### config.mk
export PLATFORM = sky130hd
export DESIGN_NAME = multiword_adder_ctrl_flat
export DESIGN_NICKNAME = d
export VERILOG_FILES = /design/src/rtl/multiword_adder_ctrl_if.sv /design/src/rtl/multiword_adder_ctrl.sv /design/src/flat_wrapper.sv
export SDC_FILE = /design/constraint.sdc
export NUM_CORES = 1
export LEC_CHECK = 0
export CAP_MARGIN = 20
export CORE_UTILIZATION = 47
export CTS_CLUSTER_DIAMETER = 40
export CTS_CLUSTER_SIZE = 16
export DETAILED_ROUTE_END_ITERATION = 10
export DONT_BUFFER_PORTS = 1
export PLACE_DENSITY = 0.59
export SLEW_MARGIN = 30
export SYNTH_ARGS = -nofsm -noshare
export SYNTH_HDL_FRONTEND = slang
export SYNTH_SLANG_ARGS = --single-unit
### constraint.sdc
create_clock -name i_clk -period 2.8 [get_ports i_clk]
set_clock_uncertainty 0.2 [all_clocks]
set_input_delay 0.56 -clock i_clk [delete_from_list [all_inputs] [get_ports i_clk]]
set_output_delay 0.56 -clock i_clk [all_outputs]
set_load 0.02 [all_outputs]
### src/rtl/multiword_adder_ctrl_if.sv
// Link between the multiword sequencer and the single-word combinational adder it drives.
// master = sequencer side (drives operands), slave = adder side (returns sum and carry).
interface multiword_adder_ctrl_if #(
  parameter int BW_DATA = 8
);
  logic [BW_DATA-1:0] a;
  logic [BW_DATA-1:0] b;
  logic               ci;
  logic [BW_DATA-1:0] s;
  logic               co;

  modport master (output a, b, ci, input s, co);
  modport slave  (input a, b, ci, output s, co);
endinterface

### src/rtl/multiword_adder_ctrl.sv
// Wide adder sequencer: feeds a BW_DATA-bit adder one word per cycle (LSW first),
// chaining the registered carry, to add two N_WORD*BW_DATA-bit operands.
module multiword_adder_ctrl #(
  parameter int BW_DATA = 8,
  parameter int N_WORD  = 4,
  localparam int BW_W   = BW_DATA * N_WORD
) (
  input  logic                    i_clk,
  input  logic                    i_rstn,
  input  logic                    i_start,
  input  logic [BW_W-1:0]         i_a,
  input  logic [BW_W-1:0]         i_b,
  input  logic                    i_c,
  output logic                    o_busy,
  output logic                    o_done,
  output logic [BW_W-1:0]         o_s,
  output logic                    o_c,
  output logic [1:0]              o_state,
  multiword_adder_ctrl_if.master  add_if
);

  // Handshake: i_start is a request sampled on the rising edge only while the
  // sequencer is IDLE or DONE (o_busy=0); o_done is a one-cycle result-valid pulse.

  localparam int CW = (N_WORD > 1) ? $clog2(N_WORD) : 1;
  localparam logic [CW-1:0] LAST = CW'(N_WORD - 1);

  typedef enum logic [1:0] {
    IDLE = 2'd0,
    RUN  = 2'd1,
    DONE = 2'd2
  } state_t;

  state_t                          r_state;
  logic [CW-1:0]                   r_cnt;
  logic [N_WORD-1:0][BW_DATA-1:0]  r_a;
  logic [N_WORD-1:0][BW_DATA-1:0]  r_b;
  logic [N_WORD-1:0][BW_DATA-1:0]  r_s;
  logic                            r_carry;
  logic                            r_c;
  logic                            r_busy;
  logic                            r_done;

  always_ff @(posedge i_clk or negedge i_rstn) begin
    if (!i_rstn) begin
      r_state <= IDLE;
      r_cnt   <= '0;
      r_a     <= '0;
      r_b     <= '0;
      r_s     <= '0;
      r_carry <= 1'b0;
      r_c     <= 1'b0;
      r_busy  <= 1'b0;
      r_done  <= 1'b0;
    end else begin
      case (r_state)
        IDLE, DONE: begin
          r_done <= 1'b0;
          if (i_start) begin
            r_a     <= i_a;
            r_b     <= i_b;
            r_carry <= i_c;
            r_cnt   <= '0;
            r_busy  <= 1'b1;
            r_state <= RUN;
          end else begin
            r_busy  <= 1'b0;
            r_state <= IDLE;
          end
        end
        RUN: begin
          r_s[r_cnt] <= add_if.s;
          r_carry    <= add_if.co;
          if (r_cnt == LAST) begin
            // Counter parks on the last word instead of wrapping.
            r_c     <= add_if.co;
            r_busy  <= 1'b0;
            r_done  <= 1'b1;
            r_state <= DONE;
          end else begin
            r_cnt <= r_cnt + 1'b1;
          end
        end
        default: begin
          r_busy  <= 1'b0;
          r_done  <= 1'b0;
          r_state <= IDLE;
        end
      endcase
    end
  end

  always_comb begin
    add_if.a  = '0;
    add_if.b  = '0;
    add_if.ci = 1'b0;
    if (r_state == RUN) begin
      add_if.a  = r_a[r_cnt];
      add_if.b  = r_b[r_cnt];
      add_if.ci = r_carry;
    end
  end

  assign o_busy  = r_busy;
  assign o_done  = r_done;
  assign o_s     = r_s;
  assign o_c     = r_c;
  assign o_state = r_state;

endmodule
### src/flat_wrapper.sv
// flat-port wrapper written by rule: the top's interface ports become plain ports
module multiword_adder_ctrl_flat 
#(
  parameter int BW_DATA = 8,
  parameter int N_WORD  = 4,
  localparam int BW_W   = BW_DATA * N_WORD
)
  (i_clk, i_rstn, i_start, i_a, i_b, i_c, o_busy, o_done, o_s, o_c, o_state, add_if_a, add_if_b, add_if_ci, add_if_s, add_if_co);
  multiword_adder_ctrl_if #(.BW_DATA(BW_DATA)) add_if_i ();
  input  logic i_clk;
  input  logic i_rstn;
  input  logic i_start;
  input  logic [BW_W-1:0] i_a;
  input  logic [BW_W-1:0] i_b;
  input  logic i_c;
  output logic o_busy;
  output logic o_done;
  output logic [BW_W-1:0] o_s;
  output logic o_c;
  output logic [1:0] o_state;
  output wire logic [$bits(add_if_i.a)-1:0] add_if_a;
  output wire logic [$bits(add_if_i.b)-1:0] add_if_b;
  output wire logic [$bits(add_if_i.ci)-1:0] add_if_ci;
  input wire logic [$bits(add_if_i.s)-1:0] add_if_s;
  input wire logic [$bits(add_if_i.co)-1:0] add_if_co;
  assign add_if_a = add_if_i.a;
  assign add_if_b = add_if_i.b;
  assign add_if_ci = add_if_i.ci;
  assign add_if_i.s = add_if_s;
  assign add_if_i.co = add_if_co;
  multiword_adder_ctrl #(.BW_DATA(BW_DATA), .N_WORD(N_WORD)) u_core (.i_clk(i_clk), .i_rstn(i_rstn), .i_start(i_start), .i_a(i_a), .i_b(i_b), .i_c(i_c), .o_busy(o_busy), .o_done(o_done), .o_s(o_s), .o_c(o_c), .o_state(o_state), .add_if(add_if_i));
endmodule
==> results_dict.tcl, run 1 <==
set metrics [dict create \
    irDropWorstVdd_mv 0.489 \
    relSlewSlack_pct 63.1 \
    status "finished with violations" \
    hold_violations 104 \
    endpoint_kind "output pin" \
    initial_core_util_pct 48.4 \
    track_usage_pct 17.7 \
    cap_violations 0 \
    place.gp.congestion 0.666 \
    worstSetupPathType "reg -> out" \
    worstSetupStartpointType "flip-flop" \
    vias 2204 \
    utilization_pct 51.7 \
    root_buffer "clkbuf_8" \
    syn2layout_area_growth_pct 6.83 \
    wl_per_cell_um 19.9 \
    die_x_um 99.6 \
    rows 35 \
    totalWireLength_mm 8.18 \
    rsz0062_at_grt "false" \
    detail_route.iter0.violations 71 \
    netlist_area_sq_um 4470 \
    cp_max_fo 11 \
    setup_violations 0 \
    n_antenna_cell 0 \
    timing.rr.end "u_core.r_cnt[0]" \
    cts_max_level 3 \
    cts_resized 0 \
    failed_checks "hold timing" \
    yosys_warnings 0 \
    grt_pass1_vias 2432 \
    hold-worst-slack_ns -0.307 \
    grt_start_max_net_pins 105 \
    finalMaxSlewViolations 0 \
    postCtsSetupBuffers 0 \
    seq_area_frac_synth_pct 58.2 \
    synth_fp_nets 356 \
    min_period_over_period_pct 92.5 \
    power_density_nw_per_um2 1310 \
    grt_pass1_wl_mm 13.1 \
    r2r_slack_ns 0.87 \
    cts_tree "yes" \
    max_freq_mhz 386 \
    cts_buffers 9 \
    path_clk_slew_ns 0.10 \
    r2r-start "u_core.r_cnt[1]" \
    layout_min_cycle_time_ns 2.59 \
    synth_top_area_cell "dfrtp_1" \
    finalSetupTns_ns 0 \
    leakagePower_nw 2.00 \
    postSynthAreaPerCell_sq_um 16.3 \
    clkLatencyLatePin_ns 0.35 \
    dpl_worst_slack_ns 0.563 \
    fp.dieArea_sq_um 9910 \
    ant_nets 0 \
    drc 0 \
    core_region_area_sq_um 9240 \
    portBuffers 0 \
    synth.area.top_cells "dfrtp_1, mux2_2, mux4_2" \
    synth-seq-cells 104 \
    first_pass_iters 4 \
    cp.required_ns 2.04 \
    antenna_found_initial 1 \
    cp.arrival_ns 1.83 \
    layout-drive-gt1-share_pct 47.3 \
    reg2regPathDepth 5 \
    dp_hpwl_mm 5.42 \
    fin_nets 359 \
    io_pins 131 \
    clock_path_buffers 2 \
    synthCells 275 \
    die_y_um 99.6 \
    synth_cell_types 24 \
    synthDominantCellAreaShare_pct 58.2 \
    endpoint "add_if_a[7]" \
    crit_start "u_core.r_cnt[0]" \
    worst_slew_pin_slew_ns 0.552 \
    clock-sinks 104 \
    vias_per_cell 5.35 \
    hp-class "in -> async" \
    grt_overflow 0 \
    setup_ws_ns 0.209 \
]
==> logic make-up after synthesis <==
logic type	share of synthesized area, %
DFF	58.2
adders and majority gates	1.12
buffers and inverters	2.77
AOI/OAI and AO/OA	0.559
and+or+nand+nor	4.08
muxes	33.3
==> through the flow <==
step	power, W	area, sq um	cells
2_1_floorplan	0.00498	4470	275
6_report	0.00624	4780	412
3_5_place_dp	0.00541	4580	396
4_1_cts	0.00635	4780	412
5_1_grt	0.00665	4780	412
3_3_place_gp	0.00533	4580	396
==> registers in the layout, summed over array words and instances (netlist names) <==
signal and flops:
u_core.o_state 2, u_core.r_carry 1, u_core.r_b 32, u_core.r_a 32, u_core.r_cnt 2, u_core.o_s 32, u_core.o_c 1, u_core.o_busy 1
u_core.o_done 1
==> cells in the mapped netlist <==
cell type and count:
mux2_2 97, nand2_1 3, o31ai_1 1, nor2b_1 2, buf_4 2, buf_12 1, clkbuf_1 1, a21o_1 1
inv_1 3, mux4_1 7, nor3b_1 1, nand2b_1 1, buf_2 8, and2_1 17, nand2_2 4, mux4_2 9
mux2i_1 1, ha_1 4, o21ai_0 1, o21ai_1 1, nor2_1 2, buf_6 3, or2_2 1, dfrtp_1 104
==> power breakdown <==
group	internal, W	switching [W]
logic	0.00127	0.00102
registers	0.00227	0.000761
clock network	0.000421	0.000499
total	0.00396	0.00228
==> layout by cell type (no fill, tap or decap) <==
master,n
mux2_2,97
a21o_1,1
o21ai_0,1
nand2_1,3
or2_2,1
inv_1,3
nor2b_4,1
o31ai_1,1
nor3b_1,1
clkinvlp_4,2
nand2b_1,1
inv_6,2
bufinv_16,1
ha_1,4
o21ai_1,1
dfrtp_1,104
mux4_1,7
mux2i_1,1
buf_4,7
nor2b_2,1
and2_1,17
clkbuf_8,9
nor2_1,2
clkbuf_1,2
mux4_2,9
nand2_2,4
==> critical path, stage by stage (launching register included) <==
cell and delay [ns]:
dfrtp_1 0.38, buf_4 0.26, mux4_1 0.59, and2_1 0.25
==> how the worst min path moves through the flow <==
stage | start | to | slack [ns] | cells after the start
floorplan | i_rstn | u_core.o_busy | 0.06 | 0
global placement | i_rstn | u_core.r_a[18] | 0.07 | 0
detailed placement | i_rstn | u_core.r_a[18] | 0.07 | 0
CTS | i_rstn | u_core.r_b[7] | -0.33 | 0
global route | i_rstn | u_core.o_state[1] | -0.34 | 0
finish | i_rstn | u_core.r_b[23] | -0.31 | 0
==> per-layer routing <==
layer  track usage [%]  routed length, um
met1              21.8               3410
met2              28.4               3970
met3              7.17                693
met4              5.77                109
met5                 0                  0
==> layout make-up <==
class,count,area [sq um]
clock buffer,11,131
clock inverter,5,62.6
fill,808,4460
inverter,3,11.3
multi-input combinational,153,1760
sequential,104,2600
tap,129,161
timing repair buffer,7,52.6
Note: power is estimated with default switching activity, not from simulation.
==> run 2: changes to the inputs <==
--- a/config.mk
+++ b/config.mk
@@ -11,7 +11,8 @@
 export CTS_CLUSTER_SIZE = 16
 export DETAILED_ROUTE_END_ITERATION = 10
 export DONT_BUFFER_PORTS = 1
-export PLACE_DENSITY = 0.59
+export HOLD_SLACK_MARGIN = 0.05
+export PLACE_DENSITY = 0.61
 export SLEW_MARGIN = 30
 export SYNTH_ARGS = -nofsm -noshare
 export SYNTH_HDL_FRONTEND = slang
==> constraint.sdc (replaced) <==
create_clock -name i_clk -period 2.2 [get_ports i_clk]
set_clock_uncertainty 0.2 [all_clocks]
set_input_delay 0.44 -clock i_clk [delete_from_list [all_inputs] [get_ports i_clk]]
set_output_delay 0.44 -clock i_clk [all_outputs]
set_load 0.02 [all_outputs]
==> results_dict.tcl, run 2 (synthesis results as in run 1) <==
set metrics [dict create \
    status "finished with violations" \
    failed_checks "hold timing, setup timing" \
    clkLatencyLatePin_ns 0.36 \
    min_period_over_period_pct 106 \
    max_freq_mhz 430 \
    rows 35 \
    cap_violations 0 \
    path_clk_slew_ns 0.11 \
    worst_slew_pin_slew_ns 0.295 \
    p_comb_share_pct 40.9 \
    mostFrequentLayoutCells "dfrtp_1, mux2_2, dlygate4sd3_1" \
    wl_per_cell_um 18.2 \
    die_x_um 99.6 \
    cp.arrival_ns 1.68 \
    syn2layout_area_growth_pct 26.5 \
    cts_max_level 3 \
    finalMaxSlewViolations 0 \
    utilization_pct 61.3 \
    cp_max_fo 8 \
    n_antenna_cell 0 \
    worstSetupPathType "reg -> out" \
    dp_hpwl_mm 5.51 \
    reg2regPathDepth 6 \
    endpoint_kind "output pin" \
    irDropWorstVdd_mv 0.671 \
    root_buffer "clkbuf_8" \
    setup_ws_ns -0.125 \
    rsz0062_at_grt "true" \
    cts_buffers 9 \
    layout-drive-gt1-share_pct 45.9 \
    hold_violations 104 \
    grt_pass1_wl_mm 14.6 \
    core_region_area_sq_um 9240 \
    clkPwrFrac_pct 14.4 \
    drc 0 \
    hp-class "in -> async" \
    layout_min_cycle_time_ns 2.32 \
    portBuffers 0 \
    dpl_worst_slack_ns 0.122 \
    clock-sinks 104 \
    swShare_pct 36.4 \
    leakagePower_nw 2.37 \
    antenna_found_initial 0 \
    clock_path_buffers 2 \
    io_pins 131 \
    cts_hold_buf 73 \
    cts_tree "yes" \
    die_y_um 99.6 \
    fp.dieArea_sq_um 9910 \
    p_int_w 0.00554 \
    grt_start_max_net_pins 105 \
    p_sw_w 0.00317 \
    totalWireLength_mm 8.92 \
    r2r-start "u_core.r_cnt[0]" \
    track_usage_pct 19.4 \
    place.gp.congestion 0.691 \
    timing.rr.end "u_core.o_s[30]" \
    layout_commonest_cell "dfrtp_1" \
    hold-worst-slack_ns -0.449 \
    relSlewSlack_pct 80.2 \
    ant_nets 0 \
    vias_per_cell 5.15 \
    fin_nets 438 \
    cp.required_ns 1.56 \
    grt_pass1_vias 2816 \
    setup_violations 16 \
    r2r_slack_ns 0.14 \
    detail_route.iter0.violations 90 \
    vias 2528 \
    initial_core_util_pct 48.4 \
    worstSetupStartpointType "flip-flop" \
    first_pass_iters 4 \
    power_density_nw_per_um2 1540 \
    grt_overflow 0 \
    p_seq_share_pct 44.7 \
]
-- run 2: how the worst max path moves through the flow --
stage	from	end	slack, ns	cells after the start
after floorplan	u_core.o_state[0]	add_if_a[5]	0.19	5
after global placement	u_core.r_cnt[0]	add_if_b[0]	0.15	3
after detailed placement	u_core.r_cnt[0]	add_if_b[0]	0.12	3
after CTS	u_core.r_cnt[0]	add_if_b[1]	-0.19	4
after global routing	u_core.r_cnt[0]	add_if_a[4]	-0.19	3
final	u_core.r_cnt[0]	add_if_a[4]	-0.12	3
-- run 2: power by group through the flow --
stage / logic [W] / clock network (W) / registers [W]
4_1_cts: 0.00365 / 0.00130 / 0.00388
2_1_floorplan: 0.00263 / 0 / 0.00371
3_3_place_gp: 0.00304 / 0 / 0.00386
6_report: 0.00356 / 0.00125 / 0.00389
5_1_grt: 0.00384 / 0.00137 / 0.00402
3_5_place_dp: 0.00312 / 0 / 0.00389
-- run 2: timing repair --
| action | CTS | global route |
|---|---|---|
| setup endpoints to repair | 16 | 26 |
| resized for setup | 44 | 0 |
| cloned | 1 | 0 |
| buffers inserted | 3 | 0 |
| pin swaps | 2 | 0 |
| endpoints found under the hold margin | 202 | 104 |
-- run 2: final cells by class --
cell class / instances / area, sq um
clock inverter: 7 / 86.3
tap: 129 / 161
inverter: 3 / 11.3
timing repair buffer: 86 / 903
clock buffer: 9 / 124
fill: 715 / 3580
sequential: 104 / 2600
multi-input combinational: 153 / 1770
-- run 2: per-layer routing --
metal / track usage (%) / vias to the layer above / wire length [um]
met1: 25.6 / 1283 / 3840
met2: 30.9 / 85 / 4350
met3: 5.69 / 11 / 619
met5: 0 / - / 0
li1: - / 1149 / -
met4: 6.79 / 0 / 117
-- run 2: through the flow --
stage	total power [W]	instances	setup TNS [ns]	hold slack [ns]	area, sq um
CTS	0.00884	492	-2.17	-0.465	5690
finish	0.00871	491	-1.61	-0.449	5660
detailed placement	0.00701	399	0	-0.0533	4660
global placement	0.00690	399	0	-0.0532	4660
global route	0.00924	491	-2.53	-0.470	5660
floorplan	0.00634	275	0	-0.0556	4470
-- run 2: critical path, cell delays in order, from the launching register on --
cell and delay (ns):
dfrtp_2 0.46, buf_12 0.17, mux4_2 0.50, and2_4 0.20
==> run 3: changes to the inputs <==
--- a/config.mk
+++ b/config.mk
@@ -6,6 +6,7 @@
 export NUM_CORES = 1
 export LEC_CHECK = 0
 export CAP_MARGIN = 20
+export CORE_ASPECT_RATIO = 1.25
 export CORE_UTILIZATION = 47
 export CTS_CLUSTER_DIAMETER = 40
 export CTS_CLUSTER_SIZE = 16
==> results_dict.tcl, run 3 (synthesis results as in run 1) <==
set metrics [dict create \
    grt_pass1_vias 2926 \
    leakagePower_nw 2.43 \
    p_seq_share_pct 42.6 \
    worst_slew_pin_slew_ns 0.333 \
    grt_start_max_net_pins 105 \
    placed_cell_area_sq_um 4620 \
    irDropWorstVdd_mv 1.03 \
    cp_max_fo 4 \
    layout_min_cycle_time_ns 2.30 \
    vias_per_cell 5.22 \
    swShare_pct 33.9 \
    failed_checks "hold timing, setup timing" \
    place.gp.congestion 0.696 \
    cts_tree "yes" \
    r2r-start "u_core.r_cnt[0]" \
    final_cells 486 \
    fp.dieArea_sq_um 9910 \
    vias 2538 \
    finalPower_w 0.00914 \
    syn2layout_area_growth_pct 29.0 \
    rsz0062_at_grt "true" \
    layout_commonest_cell "dfrtp_1" \
    initial_core_util_pct 48.8 \
    grt_pass1_wl_mm 14.9 \
    portBuffers 0 \
    core_region_area_sq_um 9170 \
    setup_violations 16 \
    io_pins 131 \
    crit_start "u_core.r_cnt[0]" \
    dp_hpwl_mm 5.44 \
    finalMaxSlewViolations 0 \
    totalWireLength_mm 9.07 \
    clock-sinks 104 \
    timing.rr.end "u_core.o_s[0]" \
    relSlewSlack_pct 77.7 \
    cap_violations 0 \
    max_freq_mhz 435 \
    final_cell_area_sq_um 5770 \
    drc 0 \
    cp.arrival_ns 1.66 \
    finalSetupTns_ns -1.33 \
    hp-class "in -> async" \
    mostFrequentLayoutCells "dfrtp_1, mux2_2, dlygate4sd3_1" \
    dp.cells 392 \
    cts_buffers 9 \
    detail_route.iter0.violations 90 \
    clkLatencyLatePin_ns 0.33 \
    track_usage_pct 20.4 \
    ant_nets 0 \
    p_comb_share_pct 39.5 \
    rows 39 \
    clkPwrFrac_pct 17.9 \
    status "finished with violations" \
    cts_hold_buf 73 \
    layout-drive-gt1-share_pct 45.7 \
    wl_per_cell_um 18.7 \
    antenna_found_initial 0 \
    r2r_slack_ns 0.16 \
    worstSetupStartpointType "flip-flop" \
    cp.required_ns 1.56 \
    min_period_over_period_pct 105 \
    die_y_um 111 \
    n_antenna_cell 0 \
    cts_max_level 3 \
    worstSetupPathType "reg -> out" \
    power_density_nw_per_um2 1580 \
    p_int_w 0.00604 \
    endpoint_kind "output pin" \
    fin_nets 440 \
    path_clk_slew_ns 0.06 \
    root_buffer "clkbuf_16" \
    clock_path_buffers 2 \
    die_x_um 89.3 \
    first_pass_iters 3 \
    hold_violations 104 \
    reg2regPathDepth 8 \
    setup_ws_ns -0.0997 \
    grt_overflow 0 \
    p_sw_w 0.00310 \
    hold-worst-slack_ns -0.406 \
]
-- run 3: what timing repair did --
item                                    4_1_cts  5_1_grt
cloned                                        2        0
gates resized for setup                      48        1
endpoints found under the hold margin       202      104
pin swaps                                     2        0
buffers inserted                              4        0
endpoints found under the setup margin       16       17
-- run 3: worst max-delay path by stage --
| stage | endpoint | slack [ns] | cells after the start |
|---|---|---|---|
| 6_report | add_if_b[3] | -0.1 | 4 |
| 5_1_grt | add_if_a[2] | -0.15 | 4 |
| 4_1_cts | add_if_a[3] | -0.11 | 4 |
| 3_5_place_dp | add_if_a[4] | 0.18 | 3 |
| 3_3_place_gp | add_if_a[4] | 0.21 | 3 |
| 2_1_floorplan | add_if_a[5] | 0.19 | 5 |
-- run 3: worst max-delay path, cell delays in order (launching register included) --
cell     delay (ns)
dfrtp_2        0.39
buf_4          0.14
buf_16         0.11
mux4_2         0.49
and2_4         0.20
-- run 3: cell type report --
type,count,area (sq um)
clock buffers,11,233
repair buffers,88,925
flip-flops and latches,104,2610
inverters,3,11.3
clock inverters,4,70.1
well taps,123,154
multi-input cells,153,1770
fillers,728,3410
-- run 3: power groups by stage --
stage | sequential [W] | combinational, W | clock, W
after CTS | 0.00388 | 0.00366 | 0.00169
after global placement | 0.00386 | 0.00301 | 0
after floorplan | 0.00371 | 0.00263 | 0
after detailed placement | 0.00389 | 0.00308 | 0
after global routing | 0.00403 | 0.00389 | 0.00175
final | 0.00389 | 0.00361 | 0.00163
-- run 3: layer usage --
metal  global-route usage, %  vias up  part of all wire [%]
li1                        -     1147                     -
met4                    8.57        0                   1.9
met3                    4.69       11                   6.0
met2                    34.2       79                    51
met1                    24.7     1301                    41
met5                       0        -                     0
-- run 3: per-stage QoR --
stage	setup WS, ns	utilization, %
floorplan	0.187	-
global placement	0.206	50.3
detailed placement	0.184	50.3
CTS	-0.113	62.9
global route	-0.147	62.9
finish	-0.0997	62.9
